===== src/rtl/sync_fifo_pkg.sv =====
// Shared constants for the programmable-threshold synchronous FIFO.
package sync_fifo_pkg;

  // Default geometry: 16 entries of 8 bits, 4-bit entry address.
  localparam int unsigned DefaultDepth = 16;
  localparam int unsigned DefaultWidth = 8;
  localparam int unsigned DefaultAddr  = 4;

  // Read-port modes.
  localparam int unsigned FwftRegistered  = 0;  // data registered on the popping edge
  localparam int unsigned FwftFallThrough = 1;  // head word shown combinationally

endpackage


===== src/rtl/sync_fifo_prog_mem.sv =====
// Storage array for sync_fifo_prog: write-clocked, asynchronous read, no reset.
module sync_fifo_prog_mem
  import sync_fifo_pkg::*;
#(
  parameter int unsigned DEPTH = DefaultDepth,
  parameter int unsigned WIDTH = DefaultWidth,
  parameter int unsigned ADDR  = DefaultAddr
) (
  input  logic             clk_i,
  input  logic             we_i,
  input  logic [ADDR-1:0]  waddr_i,
  input  logic [WIDTH-1:0] wdata_i,
  input  logic [ADDR-1:0]  raddr_i,
  output logic [WIDTH-1:0] rdata_o
);

  logic [WIDTH-1:0] mem_q [DEPTH];

  // Write port: contents are only meaningful between the pointers, so no reset.
  always_ff @(posedge clk_i) begin
    if (we_i) begin
      mem_q[waddr_i] <= wdata_i;
    end
  end

  assign rdata_o = mem_q[raddr_i];

endmodule


===== src/rtl/sync_fifo_prog.sv =====
// Synchronous FIFO with programmable almost-full / almost-empty thresholds and a
// selectable registered or first-word-fall-through read port.
// Optional sticky overflow/underflow flags: define SYNC_FIFO_PROG_ERR_EN.
module sync_fifo_prog
  import sync_fifo_pkg::*;
#(
  parameter int unsigned DEPTH = DefaultDepth,
  parameter int unsigned WIDTH = DefaultWidth,
  parameter int unsigned ADDR  = DefaultAddr,
  parameter int unsigned FWFT  = FwftRegistered
) (
  input  logic             i_clk,
  input  logic             i_rst_n,
  input  logic             i_winc,
  input  logic [WIDTH-1:0] i_WR_Data,
  input  logic             i_rinc,
  input  logic [ADDR:0]    i_af_thr,
  input  logic [ADDR:0]    i_ae_thr,
  output logic [WIDTH-1:0] o_RD_Data,
  output logic             o_full,
  output logic             o_empty,
  output logic             o_almost_full,
  output logic             o_almost_empty,
`ifdef SYNC_FIFO_PROG_ERR_EN
  input  logic             i_clr_err,
  output logic             o_overflow,
  output logic             o_underflow,
`endif
  output logic [ADDR:0]    o_count
);

  localparam logic [ADDR:0] FullCount = (ADDR+1)'(DEPTH);

  logic [ADDR-1:0]  wptr_q, wptr_d;
  logic [ADDR-1:0]  rptr_q, rptr_d;
  logic [ADDR:0]    count_q, count_d;
  logic [WIDTH-1:0] rd_data_q, rd_data_d;
  logic [WIDTH-1:0] head_data;
  logic             wr_en, rd_en;

  // Flags come from the registered count only, so requests never feed them.
  assign o_full  = (count_q == FullCount);
  assign o_empty = (count_q == '0);

  // Full blocks writes, empty blocks reads; at full or empty a simultaneous
  // request pair therefore degenerates to the single legal operation.
  assign wr_en = i_winc & ~o_full;
  assign rd_en = i_rinc & ~o_empty;

  // Pointer and occupancy next state; pointers wrap naturally at ADDR bits.
  always_comb begin
    wptr_d  = wptr_q;
    rptr_d  = rptr_q;
    count_d = count_q;
    if (wr_en) begin
      wptr_d = wptr_q + 1'b1;
    end
    if (rd_en) begin
      rptr_d = rptr_q + 1'b1;
    end
    unique case ({wr_en, rd_en})
      2'b10:   count_d = count_q + 1'b1;
      2'b01:   count_d = count_q - 1'b1;
      default: count_d = count_q;
    endcase
  end

  // Read data register loads the head word on a pop and holds otherwise.
  always_comb begin
    rd_data_d = rd_data_q;
    if (rd_en) begin
      rd_data_d = head_data;
    end
  end

  // Pointer, count and read-data state.
  always_ff @(posedge i_clk or negedge i_rst_n) begin
    if (!i_rst_n) begin
      wptr_q    <= '0;
      rptr_q    <= '0;
      count_q   <= '0;
      rd_data_q <= '0;
    end else begin
      wptr_q    <= wptr_d;
      rptr_q    <= rptr_d;
      count_q   <= count_d;
      rd_data_q <= rd_data_d;
    end
  end

  sync_fifo_prog_mem #(
    .DEPTH (DEPTH),
    .WIDTH (WIDTH),
    .ADDR  (ADDR)
  ) u_mem (
    .clk_i   (i_clk),
    .we_i    (wr_en),
    .waddr_i (wptr_q),
    .wdata_i (i_WR_Data),
    .raddr_i (rptr_q),
    .rdata_o (head_data)
  );

  // Fall-through mode exposes the head entry directly; it becomes valid the
  // cycle after a write into an empty FIFO because the array is write-clocked.
  assign o_RD_Data = (FWFT == FwftFallThrough) ? head_data : rd_data_q;

  // Thresholds are live inputs, compared unsigned against the registered count.
  assign o_almost_full  = (count_q >= i_af_thr);
  assign o_almost_empty = (count_q <= i_ae_thr);

  assign o_count = count_q;

`ifdef SYNC_FIFO_PROG_ERR_EN
  logic overflow_q, overflow_d;
  logic underflow_q, underflow_d;

  // Sticky error flags; clear takes priority over a same-cycle set.
  always_comb begin
    overflow_d  = overflow_q;
    underflow_d = underflow_q;
    if (i_clr_err) begin
      overflow_d  = 1'b0;
      underflow_d = 1'b0;
    end else begin
      if (i_winc && o_full) begin
        overflow_d = 1'b1;
      end
      if (i_rinc && o_empty) begin
        underflow_d = 1'b1;
      end
    end
  end

  // Error flag state.
  always_ff @(posedge i_clk or negedge i_rst_n) begin
    if (!i_rst_n) begin
      overflow_q  <= 1'b0;
      underflow_q <= 1'b0;
    end else begin
      overflow_q  <= overflow_d;
      underflow_q <= underflow_d;
    end
  end

  assign o_overflow  = overflow_q;
  assign o_underflow = underflow_q;
`endif

endmodule

===== config.mk =====
export PLATFORM = sky130hd
export DESIGN_NAME = sync_fifo_prog
export DESIGN_NICKNAME = d
export VERILOG_FILES = /design/src/rtl/sync_fifo_pkg.sv /design/src/rtl/sync_fifo_prog_mem.sv /design/src/rtl/sync_fifo_prog.sv
export SDC_FILE = /design/constraint.sdc
export NUM_CORES = 1
export LEC_CHECK = 0
export ABC_AREA = 1
export BUFFER_PORTS_ARGS = -buffer_cell sky130_fd_sc_hd__buf_2
export CORE_UTILIZATION = 45
export CTS_CLUSTER_SIZE = 24
export DETAILED_ROUTE_END_ITERATION = 12
export GPL_TIMING_DRIVEN = 0
export SETUP_SLACK_MARGIN = 0.02
export SLEW_MARGIN = 0
export SYNTH_ARGS = -nofsm -noshare
export SYNTH_HDL_FRONTEND = slang
export SYNTH_SLANG_ARGS = --single-unit

===== constraint.sdc =====
create_clock -name i_clk -period 3.12 [get_ports i_clk]
set_input_delay 0.468 -clock i_clk [delete_from_list [all_inputs] [get_ports i_clk]]
set_output_delay 0.468 -clock i_clk [all_outputs]
set_load 0.005 [all_outputs]

* Word level (Yosys, flattened, before mapping)
Memory sizes are Yosys's and may differ from the RTL's. A register that Yosys moved wholly into a read port is not among the register bits.
Cells that the tools add are included.
** Word-level totals
- Register bits :: 13
- Word-level logic and storage cells :: 23
- Memories kept :: 1
- Memory bits (writable) :: 128
** Cells by class
- Reductions and logical operators :: 3
- Equal/unequal tests :: 3
- Magnitude comparators :: 2
- Multiplexer cells :: 3
- Add/sub/neg operators :: 4
- Bitwise gates (word level) :: 4
** Memories
- u_mem.mem_q :: depth 16, width 8, rd ports 1, clocked after Yosys merged registers in 1, write ports 1, line sync_fifo_prog_mem.sv:17 : logic [WIDTH-1:0] mem_q [DEPTH];
** Operator list (number)
- case mux 5 bit (2 select lines) :: 1
- adder 4 x 1 -> 4 bit, second input constant :: 2
- adder 5 x 1 -> 5 bit, second input constant :: 1
- == test 5 bit, second input constant :: 1
- >= comparator 5 bit :: 1
- less-or-equal comparator 5 bit :: 1
- zero test 5 bit :: 1
- subtractor 5 x 1 -> 5 bit, second input constant :: 1
- bitwise AND 1 bit :: 2
- == test 2 x 1 -> 1 bit, second input constant :: 1
- == test 2 bit, second input constant :: 1
- 2-to-1 mux 1 bit :: 2
- inverter 1 bit :: 2
- nonzero test 2 bit :: 1
- zero test 1 bit :: 1

* Logic depth before layout (Yosys ltp)
Gate-level depths: netlist of the first run.
- Word-level depth :: 5
- Gate-level depth with buffers :: 15
- Depth with buffers taken out :: 14

* Hierarchy
A second synthesis of the first run with hierarchy kept.
** Unflattened totals
- Cell total of the unflattened synthesis :: 716
- Area total of the unflattened synthesis :: 6966.7 µm²
** By module, submodules not included
- sync_fifo_prog_mem :: area an instance 5606.6 µm², instances 1, seq. area each 3843.7 µm², cells an instance 543
- sync_fifo_prog :: area an instance 1360.1 µm², instances 1, seq. area each 525.5 µm², cells an instance 173

* Worst setup path after synthesis of the first run
Ideal clock, no wire load.
- Path type :: register to register
- From :: register count_q[1] (netlist: o_count[1])
- To :: register count_q[4] (netlist: o_count[4])
- Setup time :: 0.117 ns
- Required time :: 3.003 ns
- Setup slack :: 0.726 ns
- Arrival time :: 2.278 ns
- Period minus slack after synthesis :: 2.394 ns
- Cell stages (with the launch flop) :: 15
- Path buffers :: 1
- Cells stage by stage :: dfrtp_1 nor4_2 nand2_1 nand2_1 buf_2 ha_1 inv_1 fa_1 inv_1 nand2_1 nand2_1 a21oi_1 xor2_1 nand2_1 nand2_1
** Between the ends
- Word-level cells in the longest chain between the ends :: 5
- Elaborated cells on any way between the ends :: 12
- Classes of those cells :: 2 x add/sub; 3 x eq/ne; 1 x mux; 4 x bitwise; 2 x reduce/logical
** Ends and longest elaborated chain
- start: declaration :: line sync_fifo_prog.sv:36 : logic [ADDR:0] count_q, count_d;
- start signal: assignment :: line sync_fifo_prog.sv:86 : count_q <= count_d;
- == test 5 bit / zero test 5 bit (equally long branches) :: line sync_fifo_prog.sv:42, sync_fifo_prog.sv:43
- inverter 1 bit (on tied branches) :: line sync_fifo_prog.sv:47, sync_fifo_prog.sv:48
- bitwise AND 1 bit (on tied branches) :: line sync_fifo_prog.sv:47, sync_fifo_prog.sv:48
- == test 2 x 1 -> 1 bit / == test 2 bit (equally long branches) :: line sync_fifo_prog.sv:61 : unique case ({wr_en, rd_en})
- case mux 5 bit (2 select lines) / nonzero test 2 bit (equally long branches)
Several ways; a longest one is shown, not always the timed one.
A chain may end at the register's enable or synchronous reset.

* Final worst setup path of the first run
Ends and elaborated chain as after synthesis.

==> results of run 1 <==
-- flip-flops by register name, indices dropped and copies added, names as in the netlist --
signal / cells
u_mem.mem_q: 128
o_RD_Data: 8
o_count: 5
rptr_q: 4
wptr_q: 4
-- routing by layer --
layer	up-vias	GRT usage, %	wire length [um]
met5	-	0	0
met4	0	9.50	448
met3	33	3.95	629
met2	133	36.6	7800
met1	2301	29.5	7770
li1	2397	-	-
-- path summary, 6_finish.rpt --
| kind | to | slack [ps] | depth (start not counted) |
|---|---|---|---|
| min in group i_clk | rptr_q[3]$_DFFE_PN0P_ | 370 | 4 |
| max in group asynchronous | o_RD_Data[2]$_DFFE_PN0P_ | 2710 | 1 |
| min reg2reg | o_RD_Data[7]$_DFFE_PN0P_ | 470 | 2 |
| max reg2reg | o_count[4]$_DFFE_PN0P_ | 370 | 14 |
| min | o_count[4]$_DFFE_PN0P_ | 30 | 1 |
| max | o_count[4]$_DFFE_PN0P_ | 370 | 14 |
-- cell usage after synthesis, drive strengths merged --
library cell    n  area share [%]
nand4           1           0.090
nor2            2            0.11
o21a            1            0.11
xnor2           4            0.51
a21oi           6            0.43
nor3           17             1.2
clkbuf          2            0.11
clkinv          1           0.054
dfrtp          21             7.6
o22ai           1           0.090
fa              1            0.29
nor4            1            0.18
edfxtp        128              55
o21ai           4            0.29
a31oi           1           0.090
buf            27             2.3
o311ai          1            0.13
xor2            3            0.38
ha             19             3.4
o21bai          1            0.11
nand3         100             7.2
inv           129             7.0
nand2         236              13
-- power by group --
group,switching [W],internal [W],leakage [nW]
clock,0.000779,0.00146,0.310
sequential,0.000167,0.00244,1.41
combinational,0.00158,0.000811,1.97
-- through the flow --
stage	power [W]	cells
floorplan	0.00421	707
CTS	0.00724	963
finish	0.00723	965
detailed placement	0.00501	931
global route	0.00766	965
global placement	0.00494	929
-- worst reg2reg max path, delay by kind of cell, from the launching register on --
kind / cells / cell delay (ps)
buffers and inverters: 3 / 400
and+or+nand+nor: 7 / 850
AOI/OAI and AO/OA: 1 / 70
DFF: 1 / 470
xor gates and xnor gates: 1 / 140
adders and majority gates: 2 / 700
-- cell families after synthesis --
logic type                 after synthesis  synth area share (%)
and+or+nand+nor                        357                  21.7
buffers and inverters                  159                  9.44
DFF                                    149                  63.1
adders and majority gates               20                  3.72
AOI/OAI and AO/OA                       15                  1.25
xor gates and xnor gates                 7                 0.885
-- layout make-up --
class,instances,share of cell area [%]
buffer,29,2.07
clock buffer,22,5.79
clock inverter,10,2.25
inverter,130,6.08
multi-input combinational,399,23.8
sequential,149,54.5
tap,184,2.87
timing repair buffer,42,2.65
==> metrics.cfg, run 1 <==
[clocking]
clk_root_buffer_cell=clkbuf_16
cts_tree=built
clock_sinks=149
htreeDepth=4
clock_latency_ps=420
clockBufferDepth=2
ctsResizeCount=0
path_clk_slew_ps=60
cts_hold_buf=0
cts_buffers=17
cts_setup_buffers=0

[routing]
totalWireLength_um=16600
drt-initial-drc-count=414
vias=4864
route.detailed.drc=0
postRouteAntennaNets=0
dr.pass1.iters=5
wl_per_cell_um=17.2
viasPerCell=5.04

[floorplanning]
start_util_pct=47.0
row_count=44
core-area_um2=14800
io-pin-count=39
fp.dieH_um=126
dieArea_um2=15900
die_w_um=126

[global_route]
grt_overflow=0
track_usage_pct=22.4
antenna_found_initial=0
grt_pass1_vias=4740
grt_pass1_wl_um=25900
grt_max_degree=22

[power_and_ir_drop]
irDropWorstVdd_uv=425
power_leakage_nw=3.69
cellPowerDensity_nw_per_um2=901

[worst_setup_path]
slowest_stage=dfrtp_1
arrival_ps=3070
critPathRequiredTime_ps=3440
crit_path_start_kind=register
cpPeakStageDelay_ps=470
path_delay_family=simple AND/OR/NAND/NOR gates
critPathBufInv=3
path_cells=nor4_2 -> nand2_1 -> nand2_1 -> buf_2 -> ha_1 -> inv_1 -> fa_1 -> inv_1 -> nand2_1 -> nand2_1 -> a21oi_1 -> xor2_1 -> nand2_1 -> nand2_1
path_class=reg -> reg
r2r_start=o_count[1]$_DFFE_PN0P_
path_common_cell=nand2_1
crit_start=o_count[1]$_DFFE_PN0P_
crit_fanout=10
crit_path_end_kind=register

[placement]
port_buffers=38
post-place-ws_ps=390
place_area_um2=7360
gp_congestion=0.866
dpl.hpwl_um=11600

[timing]
timing.slew.headroom_pct=10.3
worst_pin_slew_ps=1330
hold_viol=0
max_freq_mhz=364
slew_violations=0
rsz0062_at_grt=false
setup_violations=0
period_share_pct=88.1
period_needed_ps=2750
finClkSkew_ps=10.2
timing.hold.ws_ps=28.3
fin_setup_tns_ps=0
worst_slack_ps=370

[synth]
ys_types=28
yosysWarnings=0
synthesis.nets=749
avgSynthCellArea_um2=9.80
netlist_area_um2=6930
synth.ff_latch_count=149
syn_inst=707
ys_seq_area_share_pct=63.1

[cells_and_area]
final_area_um2=8020
fin_nets=810
multiInputGateArea_um2=1910
final_cell_mix=235 x nand2_1, 128 x inv_1, 128 x edfxtp_1
diodes=0
seqCellArea_um2=4370
area_growth_pct=15.8
layout-drive-gt1-share_pct=12.8
nFillCells=1329
mostFrequentLayoutCell=nand2_1
post-route-util_pct=54.4

[job]
drv_cap=0

[min_path]
hold_path_class=in -> async

[run_status]
outcome=finished, final reports clean

No activity file was read; power rests on OpenSTA's default activity.
==> run 2, diff against run 1 <==
Settings changed: CTS_BUF_LIST from default to sky130_fd_sc_hd__clkbuf_4.
==> run 2 against run 1 <==
  * Global-route usage fell by 0.16 points
  * Die area stayed put
  * Routed wire length decreased by 0.95%
  * Flip-flop and latch count unchanged
  * First-iteration DRC count shrank 10%
  * Cell count is 0.10% higher
  * Largest cell class unchanged
  * Largest power group unchanged
==> metrics.cfg, run 2 (synthesis gave the netlist of run 1 again) <==
[run_status]
outcome=finished, final reports clean

[power_and_ir_drop]
irDropWorstVdd_uv=382
cellPowerDensity_nw_per_um2=828
power_leakage_nw=3.57

[cells_and_area]
mostFrequentLayoutCell=nand2_1
nFillCells=1370
area_growth_pct=11.5
largest_register=u_mem.mem_q
final_area_um2=7720
post-route-util_pct=52.4
layout-drive-gt1-share_pct=12.9
largest_register_ffs=128
final_cell_mix=235 x nand2_1, 128 x inv_1, 128 x edfxtp_1
final_cells=966
fin_nets=811
diodes=0

[routing]
postRouteAntennaNets=0
dr.pass1.iters=6
wl_per_cell_um=17.1
viasPerCell=5.03
drt-initial-drc-count=371
vias=4860
route.detailed.drc=0
totalWireLength_um=16500

[global_route]
antenna_found_initial=0
grt_max_degree=22
grt_pass1_vias=4709
grt_pass1_wl_um=25600
track_usage_pct=22.2
grt_overflow=0

[worst_setup_path]
crit_path_end_kind=register
crit_start=o_count[1]$_DFFE_PN0P_
crit_path_start_kind=register
path_common_cell=nand2_1
path_delay_family=simple AND/OR/NAND/NOR gates
reg2regPathDepth=14
critPathRequiredTime_ps=3590
path_cells=nor4_2 -> nand2_1 -> nand2_1 -> buf_2 -> ha_1 -> inv_1 -> fa_1 -> inv_1 -> nand2_1 -> nand2_1 -> a21oi_1 -> xor2_1 -> nand2_1 -> nand2_1
path_depth=14
cpPeakStageDelay_ps=490
slowest_stage=dfrtp_1
r2r_start=o_count[1]$_DFFE_PN0P_
path_class=reg -> reg
critPathBufInv=3
crit_fanout=10
arrival_ps=3240

[min_path]
min_path_cells=4
hp-start=i_rinc
hold_path_class=in -> reg

[placement]
dp.cells=931
port_buffers=38
place_area_um2=7360
dpl.hpwl_um=11600
gp_congestion=0.866

[timing]
slew_violations=0
period_needed_ps=2770
fin_setup_tns_ps=0
setup_violations=0
finClkSkew_ps=21.3
worst_pin_slew_ps=1300
timing.slew.headroom_pct=12.9
hold_viol=0
max_freq_mhz=361
period_share_pct=88.7
rsz0062_at_grt=false

[floorplanning]
die_w_um=126
row_count=44
io-pin-count=39
dieArea_um2=15900
start_util_pct=47.0
fp.dieH_um=126
core-area_um2=14800

[clocking]
cts_buffers=17
clock_sinks=149
clk_root_buffer_cell=clkbuf_4
clockBufferDepth=2
ctsResizeCount=0
htreeDepth=4
clock_latency_ps=570
path_clk_slew_ps=120
cts_tree=built

[job]
drv_cap=0

## run 2: cell count changes in the layout (fill, tap and decap cells not counted)
cell           change
dlygate4sd3_1      +1
clkbuf_4          +20
clkinv_1           +2
clkbuf_1           -3
clkbuf_8           -2
clkbuf_16         -17
## run 2: repair_timing
| item | CTS | global route |
|---|---|---|
| endpoints found under the setup margin | 0 | 0 |
| endpoints found under the hold margin | 21 | 0 |
| hold buffers | 1 | 0 |
| buffers inserted | 0 | 0 |
## run 2: path summary, 6_finish.rpt
check | slack, ps | end
setup / recovery | 350 | o_count[4]$_DFFE_PN0P_
setup reg to reg | 350 | o_count[4]$_DFFE_PN0P_
hold / removal | 220 | rptr_q[3]$_DFFE_PN0P_
min in group asynchronous | 410 | o_count[4]$_DFFE_PN0P_
hold reg to reg | 480 | o_RD_Data[7]$_DFFE_PN0P_
max in group asynchronous | 2320 | o_RD_Data[2]$_DFFE_PN0P_
## run 2: area by class of cell
| type | instances | area, um2 | area share [%] |
|---|---|---|---|
| inverter | 130 | 488 | 6.32 |
| timing repair buffer | 43 | 223 | 2.88 |
| sequential | 149 | 4370 | 56.6 |
| tap | 184 | 230 | 2.98 |
| clock buffer | 20 | 150 | 1.94 |
| buffer | 29 | 166 | 2.15 |
| clock inverter | 12 | 188 | 2.43 |
| multi-input combinational | 399 | 1910 | 24.7 |
## run 2: worst register-to-register path: cells and delay by family (launching register included)
kind                     cells  cell delay (ps)
AO/OA/AOI/OAI                1               70
buffers and inverters        3              400
XOR/XNOR                     1              140
flip-flops                   1              490
adder cells (fa/ha/maj)      2              700
AND/OR/NAND/NOR              7              880
## run 2: stage by stage
step / total power (W) / hold WS [ps] / worst slack, ps
global placement: 0.00494 / 458 / 487
global route: 0.00682 / 214 / 27.6
detailed placement: 0.00501 / 460 / 390
finish: 0.00640 / 225 / 353
CTS: 0.00641 / 192 / 360
floorplan: 0.00421 / 172 / 726
## run 2: power breakdown
part / internal, W / leakage, nW / switching, W
logic: 0.000811 / 1.97 / 0.00158
registers: 0.00243 / 1.41 / 0.000167
clock network: 0.000733 / 0.178 / 0.000671
## run 2: layer usage
metal	routed length, um	up-vias	GRT usage [%]	share of wire (%)
li1	-	2397	-	-
met4	599	0	10.9	3.6
met3	889	39	4.93	5.4
met2	7590	139	35.7	46
met5	0	-	0	0
met1	7410	2285	28.5	45
==> run 3, diff against run 2 <==
Settings changed: REMOVE_ABC_BUFFERS from default to 1.
Clock period 3.12 ns to 2.84 ns, I/O delays scaled along.
==> run 3 against run 2 <==
  * Critical path depth shrank 7
  * Sequential power up 18%
  * Worst hold slack better by 43 ps
  * Via count fell by 4.2%
  * Power increased by 7.3%
  * Sequential share of layout area grew 0.66 points
  * Core utilization fell by 0.58 points
  * Largest cell class unchanged
  * Largest power group unchanged
==> metrics.cfg, run 3 (synthesis gave the netlist of run 1 again) <==
[cells_and_area]
multiInputGateArea_um2=1950
largest_register_ffs=128
final_cell_mix=234 x nand2_1, 128 x edfxtp_1, 127 x inv_1
area_growth_pct=10.3
final_area_um2=7640
diodes=0
seqCellArea_um2=4370
post-route-util_pct=51.8
nFillCells=1347
largest_register=u_mem.mem_q
fin_nets=785
layout-drive-gt1-share_pct=11.4
final_cells=940
mostFrequentLayoutCell=nand2_1

[clocking]
htreeDepth=4
path_clk_slew_ps=120
clock_latency_ps=540
clk_root_buffer_cell=clkbuf_4
clock_sinks=149
cts_buffers=17
cts_tree=built
clockBufferDepth=2

[floorplanning]
start_util_pct=47.0
core-area_um2=14800
dieArea_um2=15900
fp.dieH_um=126
io-pin-count=39
row_count=44
die_w_um=126

[worst_setup_path]
critPathRequiredTime_ps=3290
crit_start=rptr_q[1]$_DFFE_PN0P_
path_class=reg -> reg
r2r_start=rptr_q[1]$_DFFE_PN0P_
crit_path_end_kind=register
crit_fanout=36
r2r_slack_ps=270
arrival_ps=3020
crit_path_start_kind=register
r2r_end=o_RD_Data[3]$_DFFE_PN0P_
reg2regPathDepth=7

[timing]
fin_setup_tns_ps=0
period_needed_ps=2570
worst_pin_slew_ps=1360
setup_violations=0
slew_violations=0
max_freq_mhz=390
rsz0062_at_grt=false
period_share_pct=90.4
hold_viol=0
finClkSkew_ps=11.7
timing.slew.headroom_pct=8.92

[power_and_ir_drop]
irDropWorstVdd_uv=411
power_leakage_nw=3.46
cellPowerDensity_nw_per_um2=898

[global_route]
use_met3_pct=3.70
grt_overflow=0
track_usage_pct=19.9
gr-usage-met2_pct=33.2
use_met1_pct=26.1
grt_pass1_vias=4402
grt_max_degree=66
grt_pass1_wl_um=23300
antenna_found_initial=0
busiest_layer=met2

[min_path]
hp-start=i_rinc
holdPathEnd=o_RD_Data[1]$_DFFE_PN0P_
min_path_cells=4
hold_path_class=in -> reg

[placement]
dpl.hpwl_um=9240
gp_congestion=0.757
dp.cells=902
port_buffers=38
place_area_um2=7210

[routing]
dr.pass1.iters=6
viasPerCell=4.96
vias=4658
totalWireLength_um=14900
drt-initial-drc-count=445
postRouteAntennaNets=0
wl_per_cell_um=15.9
route.detailed.drc=0

[run_status]
outcome=finished, final reports clean

[job]
drv_cap=0

run 3: cell types whose count changed in the layout (fill, tap and decap cells not counted), moves of 2 or more:
cell,change
buf_1,-2
buf_2,-18
buf_4,-4
clkbuf_1,-2
clkbuf_4,-4
clkinv_2,+2
clkinvlp_4,+2
dfrtp_1,-2
dfrtp_2,+2
run 3: power breakdown:
group          total [W]  switching, W  internal (W)  leakage, nW
logic            0.00226       0.00146      0.000804         1.88
registers        0.00307      0.000405       0.00267         1.41
clock network    0.00152      0.000744      0.000777        0.175
total            0.00686       0.00261       0.00425         3.46
run 3: how the worst max path moves through the flow:
stage                                          end  slack, ps  cells past startpoint
after global routing        o_count[4]$_DFFE_PN0P_         60                     13
after global placement    o_RD_Data[4]$_DFFE_PN0P_      -1400                      9
after CTS                   o_count[4]$_DFFE_PN0P_         40                     13
after floorplan           o_RD_Data[0]$_DFFE_PN0P_        200                      9
after detailed placement  o_RD_Data[5]$_DFFE_PN0P_       -420                      7
final                     o_RD_Data[3]$_DFFE_PN0P_        270                      7
run 3: worst max-delay path: stages (launching register included):
cell and delay [ps]:
dfrtp_2 910, inv_1 780, nand3_1 290, nand3_1 100
nand3_1 210, nand2_1 80, nand2_1 60, nand2_1 40
run 3: timing repair:
item / in CTS / in global routing
hold endpoints to repair: 21 / 0
endpoints found under the setup margin: 17 / 2
setup buffers: 1 / 0
hold buffers: 1 / 0
gates resized for setup: 3 / 5
run 3: cell type report:
cell class | instances | share of cell area, %
clock buffer | 17 | 1.67
clock inverter | 15 | 2.75
inverter | 130 | 6.44
multi-input combinational | 399 | 25.5
sequential | 149 | 57.2
tap | 184 | 3.01
timing repair buffer | 46 | 3.41
run 3: per-layer routing:
layer | wire (um) | vias up
met2 | 7390 | 99
met3 | 656 | 21
met4 | 172 | 0
li1 | - | 2345
met5 | 0 | -
met1 | 6700 | 2193
run 3: through the flow:
stage	hold WS (ps)	worst slack [ps]	total power (W)
2_1_floorplan	130	204	0.00448
3_3_place_gp	440	-1400	0.00529
3_5_place_dp	454	-423	0.00538
4_1_cts	243	44.4	0.00689
5_1_grt	249	58.3	0.00733
6_report	267	273	0.00686
